### src/rtl/pipe_hazard_ctrl_if.sv
// pipe_hazard_ctrl_if: request/control bundle between pipeline stages and the hazard controller.
interface pipe_hazard_ctrl_if #(
    parameter int NUM_STAGES = 5,
    parameter int CNT_W      = 32
);
    logic [NUM_STAGES-1:0] stall_req, flush_req, stall, bubble, flush;
    logic                  io_req, enter, io_wait, io_ack, io_timeout;
    logic [CNT_W-1:0]      stall_cycles, flush_events;
    modport master (
        output stall_req, flush_req, io_req, enter,
        input  stall, bubble, flush, io_wait, io_ack, io_timeout, stall_cycles, flush_events
    );
    modport slave (
        input  stall_req, flush_req, io_req, enter,
        output stall, bubble, flush, io_wait, io_ack, io_timeout, stall_cycles, flush_events
    );
endinterface

### src/rtl/pipe_hazard_ctrl.sv
// pipe_hazard_ctrl: merges stage stall/flush requests and runs the IO-wait FSM.
// Perf counters are built only when HAZ_PERF_CNT_EN is defined.
module pipe_hazard_ctrl #(
    parameter int NUM_STAGES = 5,
    parameter int IO_STAGE   = 3,
    parameter int IO_TIMEOUT = 0,
    parameter int CNT_W      = 32
) (
    input logic               clock,
    input logic               reset,
    pipe_hazard_ctrl_if.slave bus
);
    typedef enum logic [1:0] {IDLE, WAIT, ACK, HOLD} state_t;
    state_t                state;
    logic                  enter_q, io_ack_q, io_timeout_q, io_wait_q;
    logic [CNT_W-1:0]      wait_cnt;
    logic [NUM_STAGES-1:0] req_eff, stall_v, bubble_v, flush_v;
    logic                  enter_edge, timeout_hit;
    int                    k, j;

    assign enter_edge  = bus.enter && !enter_q;
    assign timeout_hit = (IO_TIMEOUT > 0) && (wait_cnt == CNT_W'(IO_TIMEOUT - 1));

    always_ff @(posedge clock) begin
        if (reset) begin
            state        <= IDLE;
            enter_q      <= 1'b0;
            wait_cnt     <= '0;
            io_ack_q     <= 1'b0;
            io_timeout_q <= 1'b0;
            io_wait_q    <= 1'b0;
        end else begin
            enter_q      <= bus.enter;
            io_ack_q     <= 1'b0;
            io_timeout_q <= 1'b0;
            case (state)
                IDLE: if (bus.io_req) begin
                    state     <= WAIT;
                    wait_cnt  <= '0;
                    io_wait_q <= 1'b1;
                end
                WAIT: begin
                    wait_cnt <= wait_cnt + CNT_W'(1);
                    // enter wins over a simultaneous timeout
                    if (enter_edge || timeout_hit) begin
                        state        <= ACK;
                        io_wait_q    <= 1'b0;
                        io_ack_q     <= 1'b1;
                        io_timeout_q <= !enter_edge;
                    end
                end
                ACK:     state <= HOLD;
                HOLD:    state <= bus.io_req ? HOLD : IDLE;
                default: state <= IDLE;
            endcase
        end
    end

    always_comb begin
        req_eff           = bus.stall_req;
        req_eff[IO_STAGE] = bus.stall_req[IO_STAGE] || state == WAIT || state == ACK;
        k = -1;
        for (int i = 0; i < NUM_STAGES; i++) if (req_eff[i]) k = i;
        // frozen stages cannot redirect; stage 0 never flushes anything
        j = 0;
        for (int i = 1; i < NUM_STAGES; i++) if (bus.flush_req[i] && i > k) j = i;
        for (int i = 0; i < NUM_STAGES; i++) begin
            stall_v[i]  = i <= k && i >= j;
            bubble_v[i] = k >= 0 && i == k + 1 && i >= j;
            flush_v[i]  = i < j;
        end
    end

    assign bus.stall      = stall_v;
    assign bus.bubble     = bubble_v;
    assign bus.flush      = flush_v;
    assign bus.io_wait    = io_wait_q;
    assign bus.io_ack     = io_ack_q;
    assign bus.io_timeout = io_timeout_q;

`ifdef HAZ_PERF_CNT_EN
    logic [CNT_W-1:0] stall_cnt, flush_cnt;
    always_ff @(posedge clock) begin
        if (reset) begin
            stall_cnt <= '0;
            flush_cnt <= '0;
        end else begin
            if (stall_v[0] && !(&stall_cnt)) stall_cnt <= stall_cnt + CNT_W'(1);
            if ((|flush_v) && !(&flush_cnt)) flush_cnt <= flush_cnt + CNT_W'(1);
        end
    end
    assign bus.stall_cycles = stall_cnt;
    assign bus.flush_events = flush_cnt;
`else
    assign bus.stall_cycles = '0;
    assign bus.flush_events = '0;
`endif
endmodule

### src/flat_wrapper.sv
// flat-port wrapper written by rule: the top's interface ports become plain ports
module pipe_hazard_ctrl_flat 
#(
    parameter int NUM_STAGES = 5,
    parameter int IO_STAGE   = 3,
    parameter int IO_TIMEOUT = 0,
    parameter int CNT_W      = 32
)
  (clock, reset, bus_stall_req, bus_flush_req, bus_io_req, bus_enter, bus_stall, bus_bubble, bus_flush, bus_io_wait, bus_io_ack, bus_io_timeout, bus_stall_cycles, bus_flush_events);
  pipe_hazard_ctrl_if #(.NUM_STAGES(NUM_STAGES), .CNT_W(CNT_W)) bus_i ();
  input logic clock;
  input logic reset;
  input wire logic [$bits(bus_i.stall_req)-1:0] bus_stall_req;
  input wire logic [$bits(bus_i.flush_req)-1:0] bus_flush_req;
  input wire logic [$bits(bus_i.io_req)-1:0] bus_io_req;
  input wire logic [$bits(bus_i.enter)-1:0] bus_enter;
  output wire logic [$bits(bus_i.stall)-1:0] bus_stall;
  output wire logic [$bits(bus_i.bubble)-1:0] bus_bubble;
  output wire logic [$bits(bus_i.flush)-1:0] bus_flush;
  output wire logic [$bits(bus_i.io_wait)-1:0] bus_io_wait;
  output wire logic [$bits(bus_i.io_ack)-1:0] bus_io_ack;
  output wire logic [$bits(bus_i.io_timeout)-1:0] bus_io_timeout;
  output wire logic [$bits(bus_i.stall_cycles)-1:0] bus_stall_cycles;
  output wire logic [$bits(bus_i.flush_events)-1:0] bus_flush_events;
  assign bus_i.stall_req = bus_stall_req;
  assign bus_i.flush_req = bus_flush_req;
  assign bus_i.io_req = bus_io_req;
  assign bus_i.enter = bus_enter;
  assign bus_stall = bus_i.stall;
  assign bus_bubble = bus_i.bubble;
  assign bus_flush = bus_i.flush;
  assign bus_io_wait = bus_i.io_wait;
  assign bus_io_ack = bus_i.io_ack;
  assign bus_io_timeout = bus_i.io_timeout;
  assign bus_stall_cycles = bus_i.stall_cycles;
  assign bus_flush_events = bus_i.flush_events;
  pipe_hazard_ctrl #(.NUM_STAGES(NUM_STAGES), .IO_STAGE(IO_STAGE), .IO_TIMEOUT(IO_TIMEOUT), .CNT_W(CNT_W)) u_core (.clock(clock), .reset(reset), .bus(bus_i));
endmodule
### config.mk
export PLATFORM = sky130hd
export DESIGN_NAME = pipe_hazard_ctrl_flat
export DESIGN_NICKNAME = d
export VERILOG_FILES = /design/src/rtl/pipe_hazard_ctrl_if.sv /design/src/rtl/pipe_hazard_ctrl.sv /design/src/flat_wrapper.sv
export SDC_FILE = /design/constraint.sdc
export NUM_CORES = 1
export LEC_CHECK = 0
export CELL_PAD_IN_SITES_DETAIL_PLACEMENT = 1
export CELL_PAD_IN_SITES_GLOBAL_PLACEMENT = 1
export CORE_MARGIN = 10
export CORE_UTILIZATION = 20
export DETAILED_ROUTE_END_ITERATION = 7
export GPL_ROUTABILITY_DRIVEN = 0
export HOLD_SLACK_MARGIN = 0.06
export PLACE_DENSITY_LB_ADDON = 0.1
export SLEW_MARGIN = 5
export SYNTH_ARGS = -nofsm -noshare
export SYNTH_HDL_FRONTEND = slang
export SYNTH_SLANG_ARGS = --single-unit
### constraint.sdc
create_clock -name clock -period 3.4 [get_ports clock]
set_input_delay 0.68 -clock clock [delete_from_list [all_inputs] [get_ports clock]]
set_output_delay 0.68 -clock clock [all_outputs]
set_load 0.1 [all_outputs]
==> results of run 1 <==
area by class of cell:
class | instances | area, um^2 | area share, %
Timing Repair Buffer | 50 | 608.1 | 36.76
Clock buffer | 3 | 41.29 | 2.496
Multi-Input combinational cell | 119 | 785.8 | 47.50
Sequential cell | 6 | 120.1 | 7.262
Tap cell | 70 | 87.58 | 5.295
Inverter | 3 | 11.26 | 0.6808
Yosys cell counts (2+ instances only):
cell / instances
sky130_fd_sc_hd__a21oi_1: 4
sky130_fd_sc_hd__a31o_4: 2
sky130_fd_sc_hd__a31oi_1: 3
sky130_fd_sc_hd__buf_4: 65
sky130_fd_sc_hd__buf_6: 2
sky130_fd_sc_hd__dfxtp_1: 6
sky130_fd_sc_hd__ha_1: 4
sky130_fd_sc_hd__inv_1: 3
sky130_fd_sc_hd__nand2_1: 2
sky130_fd_sc_hd__nand3_1: 4
sky130_fd_sc_hd__nand3b_1: 2
sky130_fd_sc_hd__nor2_1: 6
sky130_fd_sc_hd__nor2b_1: 2
sky130_fd_sc_hd__nor3_1: 4
sky130_fd_sc_hd__nor3b_1: 2
power by group:
group          internal (mW)  total (mW)  switching [mW]
Combinational          0.135       0.650           0.515
Clock                 0.0764       0.111          0.0347
Sequential            0.0759      0.0807         0.00480
Total                  0.287       0.842           0.555
stage by stage:
stage	worst slack, ns	instance area [um^2]	total power [mW]	setup TNS (ns)	instances
3_3_place_gp	-0.4762	1550	0.7158	-2.049	245
3_5_place_dp	-0.5679	1550	0.7199	-2.615	245
5_1_grt	-0.3510	1654	0.8703	-1.203	251
4_1_cts	-0.2166	1630	0.8402	-0.5157	250
2_1_floorplan	-0.5018	1403	0.6491	-1.255	196
6_report	-0.2532	1654	0.8418	-0.6797	251
flip-flops by register name (all words and copies together) (netlist names):
signal	cells
u_core.bus.io_timeout	1
u_core.bus.io_ack	1
u_core.state	2
u_core.enter_q	1
u_core.bus.io_wait	1
worst max-delay path, delay by kind of cell:
family / cells / cell delay, ns
buffers and inverters: 3 / 0.47
adders and majority gates: 1 / 0.31
and+or+nand+nor: 6 / 1.51
kinds of logic after synthesis:
logic type / share of synthesized area (%)
AO/OA/AOI/OAI: 10.43
XOR/XNOR: 3.400
adder cells (fa/ha/maj): 4.690
buffers and inverters: 49.35
flip-flops: 11.25
other: 0.3514
AND/OR/NAND/NOR: 20.52
metal layers:
| layer | wire (um) | part of all wire (%) | track usage, % | up-vias |
|---|---|---|---|---|
| met3 | 360 | 11 | 2.558 | 5 |
| met4 | 50 | 1.5 | 3.599 | 0 |
| li1 | - | - | - | 405 |
| met5 | 0 | 0 | 0 | - |
| met1 | 1296 | 38 | 7.646 | 406 |
| met2 | 1719 | 50 | 13.08 | 55 |
worst min path at each step:
stage and end:
6_report u_core.bus.io_wait, 3_5_place_dp u_core.bus.io_wait, 5_1_grt u_core.bus.io_wait, 3_3_place_gp u_core.bus.io_wait, 2_1_floorplan u_core.bus.io_ack, 4_1_cts u_core.bus.io_wait
what timing repair did:
item	in CTS	in global routing
endpoints found under the setup margin	8	5
buffers inserted	2	1
pin swaps	8	4
resized for setup	27	3
hold endpoints to repair	0	0
==> impl_metrics.env, run 1 <==
export IMPL_crit_path_largest_cell_delay_ns=0.40
export IMPL_synth_seq_area_share_pct=11.25
export IMPL_finalWorstPathRequiredPeriod_ns=3.653
export IMPL_setup_viol_count_final=4
export IMPL_post_synth_top_area_cell="sky130_fd_sc_hd__buf_4"
export IMPL_grt_setup_unrepaired="yes"
export IMPL_worst_setup_path_start_kind="input port"
export IMPL_whs_ns=0.4919
export IMPL_post_synth_cell_area_avg_um2=8.147
export IMPL_max_freq_mhz=273.7
export IMPL_start_util_pct=20.76
export IMPL_die_w_um=93.05
export IMPL_drt_first_iter_violations=24
export IMPL_design_die_area_um2=8658
export IMPL_antenna_diode_count=0
export IMPL_hold_path_depth=2
export IMPL_violations="negative setup slack"
export IMPL_post_route_worst_setup_slack_ns=-0.2532
export IMPL_post_synthesis_cells=131
export IMPL_yosys_warnings=0
export IMPL_cts_root_buf="sky130_fd_sc_hd__clkbuf_8"
export IMPL_rr_worst_depth=4
export IMPL_total_of_max_cap_violations=0
export IMPL_synth_edf_count=0
export IMPL_grt_antenna_before_repair=0
export IMPL_drt_drc_violations_left=0
export IMPL_clockBufferDepth=2
export IMPL_grtUsageTotal_pct=7.401
export IMPL_tritoncts_num_sinks=6
export IMPL_layout_cells_most_common_list="66 x sky130_fd_sc_hd__conb_1, 18 x sky130_fd_sc_hd__buf_4, 15 x sky130_fd_sc_hd__buf_12, 9 x sky130_fd_sc_hd__clkdlybuf4s50_1, 6 x sky130_fd_sc_hd__dfxtp_1"
export IMPL_utilization_after_layout_pct=32.18
export IMPL_num_rows=26
export IMPL_drtAntennaViolNets=0
export IMPL_synth_top_cells_by_area="sky130_fd_sc_hd__buf_4 46%, sky130_fd_sc_hd__dfxtp_1 11%, sky130_fd_sc_hd__ha_1 4.7%"
export IMPL_core_region_area_um2=5140
export IMPL_placement_io_buffers=29
export IMPL_gr_total_overflow=0
export IMPL_critPathCaptureType="primary output"
export IMPL_power_ir_vdd_worst_mv=0.2060
export IMPL_post_synth_instance_area_um2=1067
export IMPL_grt_first_pass_wirelength_um=5168
export IMPL_slew_hr_pct=34.20
export IMPL_final_max_slew_violation_count=0
export IMPL_num_vias=871
export IMPL_tritoncts="yes"
export IMPL_cp_data_arrival_time_ns=2.97
export IMPL_timing_endpoint_of_the_critical_path="bus_bubble[2]"
export IMPL_drt_wl_total_um=3427
export IMPL_ys_ff_latch=6
export IMPL_cts_inserted_buffers=3
export IMPL_timing_critical_path_from="bus_stall_req[1]"
export IMPL_path_cells="buf_6, nor3_4, nand3_2, ha_1, nor4bb_4, nand3b_1, buf_4, or3_4, nor4b_4, buf_12"
export IMPL_ys_async_sr_fraction_pct=0
export IMPL_flow_area_growth_from_synthesis_pct=54.98
export IMPL_timing_final_hold_violations=0
export IMPL_critical_path_reg2reg_startpoint="u_core.state[1]"
export IMPL_reg2reg_slack_ns=2.28
export IMPL_worst_endpoint_required_ns=2.72
export IMPL_dp_wirelength_um=3076
export IMPL_clock_skew_ns=0.0001517
export IMPL_power_per_cell_area_nw_per_um2=508.9
export IMPL_worst_hold_path_startpoint="u_core.bus.io_wait"
export IMPL_mostFrequentLayoutCell="sky130_fd_sc_hd__conb_1"
export IMPL_status="finished with violations"
export IMPL_maximum_number_of_pins_on_one_net_before_global_route_repair=8
export IMPL_drt_wirelength_per_cell_um=13.65
export IMPL_cts_max_level=1
export IMPL_worstReg2RegEnd="u_core.bus.io_wait"
export IMPL_min_delay_path_class="flop to flop"
export IMPL_worst_max_slew_pin_slew_ns=0.9839
export IMPL_dominantRegCellSynth="sky130_fd_sc_hd__dfxtp_1"
export IMPL_top_level_ports=96
export IMPL_cts_clk_slew_worst_paths_ns=0.04
export IMPL_via_per_inst=3.470
export IMPL_worst_path_max_delay_cell="sky130_fd_sc_hd__or3_4"
export IMPL_critical_setup_path_kind="input port to primary output"
export IMPL_number_of_global_route_vias_before_repair=961
export IMPL_clkLatencyLatePin_ns=0.23
export IMPL_worstPathMaxFanout=3
export IMPL_drt_pass1_iter_count=4
export IMPL_power_leakage_nw=0.7923
export IMPL_design_final_nets=201
export IMPL_nFillCells=642
export IMPL_timing_final_crit_share_pct=107.4
export IMPL_post_synth_top_area_fraction_pct=45.72
export IMPL_synth_distinct_cells=35
export IMPL_die_h_um=93.05
export IMPL_ctsHoldBuffers=0
export IMPL_drive_above_1_share_pct=36.46
Power figures use the tool's default switching activity.
==> run 2: changes to the inputs <==
- CORE_MARGIN: 10 -> unset
==> impl_metrics.env, run 2 (synthesis gave the netlist of run 1 again) <==
export IMPL_design_die_area_um2=5633
export IMPL_final_max_slew_violation_count=0
export IMPL_tritoncts="yes"
export IMPL_cp_data_arrival_time_ns=2.93
export IMPL_rr_worst_depth=4
export IMPL_status="finished with violations"
export IMPL_ctsHoldBuffers=0
export IMPL_top_level_ports=96
export IMPL_power_leakage_nw=0.7845
export IMPL_total_of_max_cap_violations=0
export IMPL_num_rows=26
export IMPL_clkLatencyLatePin_ns=0.22
export IMPL_post_route_cell_area_um2=1659
export IMPL_hold_path_depth=2
export IMPL_post_route_worst_setup_slack_ns=-0.2123
export IMPL_cts_inserted_buffers=3
export IMPL_setup_viol_count_final=4
export IMPL_grt_use_met2_pct=16.22
export IMPL_drt_wl_total_um=2494
export IMPL_number_of_flip_flops_under_the_largest_register_name=2
export IMPL_drive_above_1_share_pct=37.57
export IMPL_flow_area_growth_from_synthesis_pct=55.45
export IMPL_timing_critical_path_from="bus_stall_req[2]"
export IMPL_reg2reg_slack_ns=2.27
export IMPL_globalRouteMet3Util_pct=0.6693
export IMPL_drt_drc_violations_left=0
export IMPL_gr_total_overflow=0
export IMPL_placed_area_um2=1548
export IMPL_dp_wirelength_um=2202
export IMPL_clock_skew_ns=0.002082
export IMPL_drt_first_iter_violations=14
export IMPL_grt_antenna_before_repair=0
export IMPL_power_per_cell_area_nw_per_um2=500.8
export IMPL_slew_hr_pct=34.70
export IMPL_whs_ns=0.4850
export IMPL_worstPathMaxFanout=4
export IMPL_max_freq_mhz=276.8
export IMPL_finalWorstPathRequiredPeriod_ns=3.612
export IMPL_die_w_um=75.05
export IMPL_tritoncts_num_sinks=6
export IMPL_maximum_number_of_pins_on_one_net_before_global_route_repair=8
export IMPL_start_util_pct=20.90
export IMPL_number_of_global_route_vias_before_repair=765
export IMPL_grtUsageTotal_pct=8.527
export IMPL_core_region_area_um2=5107
export IMPL_timing_final_hold_violations=0
export IMPL_drt_pass1_iter_count=3
export IMPL_design_final_nets=201
export IMPL_antenna_diode_count=0
export IMPL_layout_cells_most_common_list="66 x sky130_fd_sc_hd__conb_1, 19 x sky130_fd_sc_hd__buf_4, 14 x sky130_fd_sc_hd__buf_12, 10 x sky130_fd_sc_hd__clkdlybuf4s50_1, 6 x sky130_fd_sc_hd__dfxtp_1"
export IMPL_power_ir_vdd_worst_mv=0.3367
export IMPL_worst_max_slew_pin_slew_ns=0.9765
export IMPL_num_vias=841
export IMPL_die_h_um=75.05
export IMPL_drt_wirelength_per_cell_um=9.936
export IMPL_min_delay_path_class="flop to flop"
export IMPL_power_mw=0.8309
export IMPL_largest_register="u_core.state"
export IMPL_mostFrequentLayoutCell="sky130_fd_sc_hd__conb_1"
export IMPL_cts_root_buf="sky130_fd_sc_hd__clkbuf_8"
export IMPL_worst_setup_path_start_kind="input port"
export IMPL_worst_endpoint_required_ns=2.72
export IMPL_global_route_peak_usage_layer="met2"
export IMPL_cts_clk_slew_worst_paths_ns=0.03
export IMPL_critical_setup_path_kind="input port to primary output"
export IMPL_grt_setup_unrepaired="yes"
export IMPL_drtAntennaViolNets=0
export IMPL_critPathCaptureType="primary output"
export IMPL_timing_endpoint_of_the_critical_path="bus_bubble[2]"
export IMPL_grt_first_pass_wirelength_um=3560
export IMPL_violations="negative setup slack"
export IMPL_clockBufferDepth=2
export IMPL_cts_max_level=1
export IMPL_critical_path_reg2reg_startpoint="u_core.state[1]"
export IMPL_worstReg2RegEnd="u_core.bus.io_wait"
export IMPL_timing_final_crit_share_pct=106.2
export IMPL_placement_io_buffers=29
export IMPL_globalRouteMet1Util_pct=9.149
export IMPL_via_per_inst=3.351
run 2: worst min-delay path by stage:
| stage | from | endpoint | slack, ns |
|---|---|---|---|
| global route | u_core.bus.io_wait | u_core.bus.io_wait | 0.54 |
| finish | u_core.bus.io_wait | u_core.bus.io_wait | 0.49 |
| detailed placement | u_core.bus.io_wait | u_core.bus.io_wait | 0.48 |
| floorplan | u_core.enter_q | u_core.bus.io_ack | 0.52 |
| global placement | u_core.bus.io_wait | u_core.bus.io_wait | 0.47 |
| CTS | u_core.bus.io_wait | u_core.bus.io_wait | 0.49 |
run 2: timing repair:
action                                  CTS  global route
pin swaps                                10             1
gates resized for setup                  34             1
setup buffers                             1             1
endpoints found under the setup margin    8             4
endpoints found under the hold margin     0             0
run 2: critical path: stages:
cell and delay, ns:
sky130_fd_sc_hd__buf_8 0.10, sky130_fd_sc_hd__nor3_4 0.31, sky130_fd_sc_hd__nand3_4 0.12, sky130_fd_sc_hd__ha_4 0.27
sky130_fd_sc_hd__nor4bb_4 0.28, sky130_fd_sc_hd__nand3b_1 0.13, sky130_fd_sc_hd__buf_4 0.15, sky130_fd_sc_hd__or3_4 0.39
sky130_fd_sc_hd__nor4b_4 0.28, sky130_fd_sc_hd__buf_12 0.21
run 2: stage by stage:
stage / worst slack (ns) / TNS, ns / utilization, % / cells
floorplan: -0.5018 / -1.255 / - / 196
global placement: -0.4615 / -2.028 / 30.30 / 246
detailed placement: -0.5880 / -2.644 / 30.30 / 246
CTS: -0.2271 / -0.5262 / 32.26 / 250
global route: -0.3158 / -0.8131 / 32.48 / 251
finish: -0.2123 / -0.4869 / 32.48 / 251
run 2: metal layers:
| layer | wire [um] | part of all wire (%) |
|---|---|---|
| met5 | 0 | 0 |
| met1 | 924 | 37 |
| met3 | 182 | 7.3 |
| met4 | 46 | 1.8 |
| met2 | 1340 | 54 |
run 2: report_power, final:
| group | total [mW] | internal, mW | switching (mW) |
|---|---|---|---|
| Sequential | 0.0806 | 0.0760 | 0.00460 |
| Combinational | 0.643 | 0.132 | 0.510 |
| Clock | 0.108 | 0.0761 | 0.0315 |
run 2: cell type report:
class	count	area [um^2]
clock buffer	3	41.29
fill	631	3448
inverter	3	11.26
multi-input combinational	119	805.8
sequential	6	120.1
tap	70	87.58
timing repair buffer	50	593.1
==> run 3: changes to the inputs <==
- CORE_UTILIZATION: 20 -> 21
- CTS_BUF_LIST: unset -> sky130_fd_sc_hd__clkbuf_2
==> impl_metrics.env, run 3 (synthesis gave the netlist of run 1 again) <==
export IMPL_min_delay_path_class="flop to flop"
export IMPL_worst_max_slew_pin_slew_ns=0.9685
export IMPL_grt_setup_unrepaired="yes"
export IMPL_drt_drc_violations_left=0
export IMPL_via_per_inst=3.425
export IMPL_design_final_nets=200
export IMPL_timing_final_crit_share_pct=101.2
export IMPL_drt_wl_total_um=2331
export IMPL_cts_inserted_buffers=3
export IMPL_mostFrequentLayoutCell="sky130_fd_sc_hd__conb_1"
export IMPL_power_leakage_nw=0.7673
export IMPL_cts_max_level=1
export IMPL_maximum_number_of_pins_on_one_net_before_global_route_repair=8
export IMPL_placed_area_um2=1549
export IMPL_status="finished with violations"
export IMPL_worst_endpoint_required_ns=2.72
export IMPL_cts_root_buf="sky130_fd_sc_hd__clkbuf_2"
export IMPL_max_freq_mhz=290.6
export IMPL_design_die_area_um2=5371
export IMPL_tritoncts_num_sinks=6
export IMPL_post_route_cell_area_um2=1607
export IMPL_dp_wirelength_um=2105
export IMPL_setup_viol_count_final=2
export IMPL_timing_final_hold_violations=0
export IMPL_antenna_diode_count=0
export IMPL_rr_worst_depth=4
export IMPL_post_route_worst_setup_slack_ns=-0.04175
export IMPL_largest_register="u_core.state"
export IMPL_violations="negative setup slack"
export IMPL_placement_io_buffers=29
export IMPL_core_region_area_um2=4817
export IMPL_stdcell_count=247
export IMPL_clock_skew_ns=0.003256
export IMPL_grt_use_met2_pct=15.64
export IMPL_die_h_um=73.29
export IMPL_globalRouteMet1Util_pct=9.643
export IMPL_worstPathMaxFanout=5
export IMPL_number_of_flip_flops_under_the_largest_register_name=2
export IMPL_drt_wirelength_per_cell_um=9.437
export IMPL_worst_setup_path_start_kind="input port"
export IMPL_clkLatencyLatePin_ns=0.22
export IMPL_critical_setup_path_kind="input port to primary output"
export IMPL_drt_pass1_iter_count=4
export IMPL_globalRouteMet3Util_pct=1.097
export IMPL_power_ir_vdd_worst_mv=0.1921
export IMPL_slew_hr_pct=35.23
export IMPL_drtAntennaViolNets=0
export IMPL_layout_cells_most_common_list="66 x sky130_fd_sc_hd__conb_1, 17 x sky130_fd_sc_hd__buf_4, 15 x sky130_fd_sc_hd__buf_12, 10 x sky130_fd_sc_hd__clkdlybuf4s50_1, 6 x sky130_fd_sc_hd__dfxtp_1"
export IMPL_drt_first_iter_violations=11
export IMPL_drive_above_1_share_pct=35.00
export IMPL_die_w_um=73.29
export IMPL_flow_area_growth_from_synthesis_pct=50.53
export IMPL_grt_antenna_before_repair=0
export IMPL_post_placement_cell_count=242
export IMPL_top_level_ports=96
export IMPL_tritoncts="yes"
export IMPL_hold_path_depth=2
export IMPL_start_util_pct=22.16
export IMPL_power_mw=0.7739
export IMPL_cp_data_arrival_time_ns=2.76
export IMPL_num_rows=25
export IMPL_number_of_global_route_vias_before_repair=771
export IMPL_grt_first_pass_wirelength_um=3512
export IMPL_gr_total_overflow=0
export IMPL_global_route_peak_usage_layer="met2"
export IMPL_total_of_max_cap_violations=0
export IMPL_utilization_after_layout_pct=33.35
export IMPL_clockBufferDepth=2
export IMPL_final_max_slew_violation_count=0
export IMPL_cts_clk_slew_worst_paths_ns=0.05
export IMPL_critPathCaptureType="primary output"
export IMPL_grtUsageTotal_pct=8.643
export IMPL_fin_setup_tns_ns=-0.05868
export IMPL_finalWorstPathRequiredPeriod_ns=3.442
export IMPL_num_vias=846
export IMPL_power_per_cell_area_nw_per_um2=481.7
==> run 3: worst max-delay path, cell delays in order <==
cell	delay [ns]
sky130_fd_sc_hd__buf_6	0.10
sky130_fd_sc_hd__nor3_4	0.29
sky130_fd_sc_hd__nand3_2	0.10
sky130_fd_sc_hd__ha_1	0.28
sky130_fd_sc_hd__nor4bb_2	0.27
sky130_fd_sc_hd__nand3b_1	0.15
sky130_fd_sc_hd__or3_4	0.39
sky130_fd_sc_hd__nor4b_4	0.28
sky130_fd_sc_hd__buf_12	0.21
==> run 3: report_power, final <==
part           internal [mW]  switching, mW  leakage, nW  total, mW
clock                 0.0238         0.0249       0.0125     0.0487
sequential            0.0756        0.00464       0.0498     0.0802
combinational          0.135          0.510        0.705      0.645
==> run 3: what timing repair did <==
action                                  in CTS  in global routing
endpoints found under the setup margin       8                  5
gates cloned                                 0                  0
hold buffers                                 0                  0
gates resized for setup                     26                  2
setup buffers                                2                  0
hold endpoints to repair                     0                  0
pin swaps                                   10                  4
==> run 3: worst paths after layout <==
| kind | startpoint | to | slack [ns] |
|---|---|---|---|
| max | bus_stall_req[1] | bus_bubble[2] | -0.04 |
| min | u_core.bus.io_wait | u_core.bus.io_wait | 0.49 |
| max reg2reg | u_core.state[1] | u_core.bus.io_wait | 2.29 |
| min reg2reg | u_core.bus.io_wait | u_core.bus.io_wait | 0.49 |
==> run 3: stage by stage <==
step	worst slack [ns]	hold WS [ns]
3_5_place_dp	-0.5892	0.4862
2_1_floorplan	-0.5018	0.5152
4_1_cts	-0.1166	0.4953
6_report	-0.04175	0.4863
5_1_grt	-0.1568	0.5118
3_3_place_gp	-0.5165	0.4691
==> run 3: layout make-up <==
type	count	area, um^2
fill	590	3211
sequential	6	120.1
inverter	3	11.26
timing repair buffer	49	601.8
clock buffer	3	15.01
tap	67	83.83
multi-input combinational	119	774.5
==> run 3: layer usage <==
metal	wire (um)	part of all wire, %
met1	908	39
met2	1162	50
met3	229	9.8
met4	31	1.3
met5	0	0
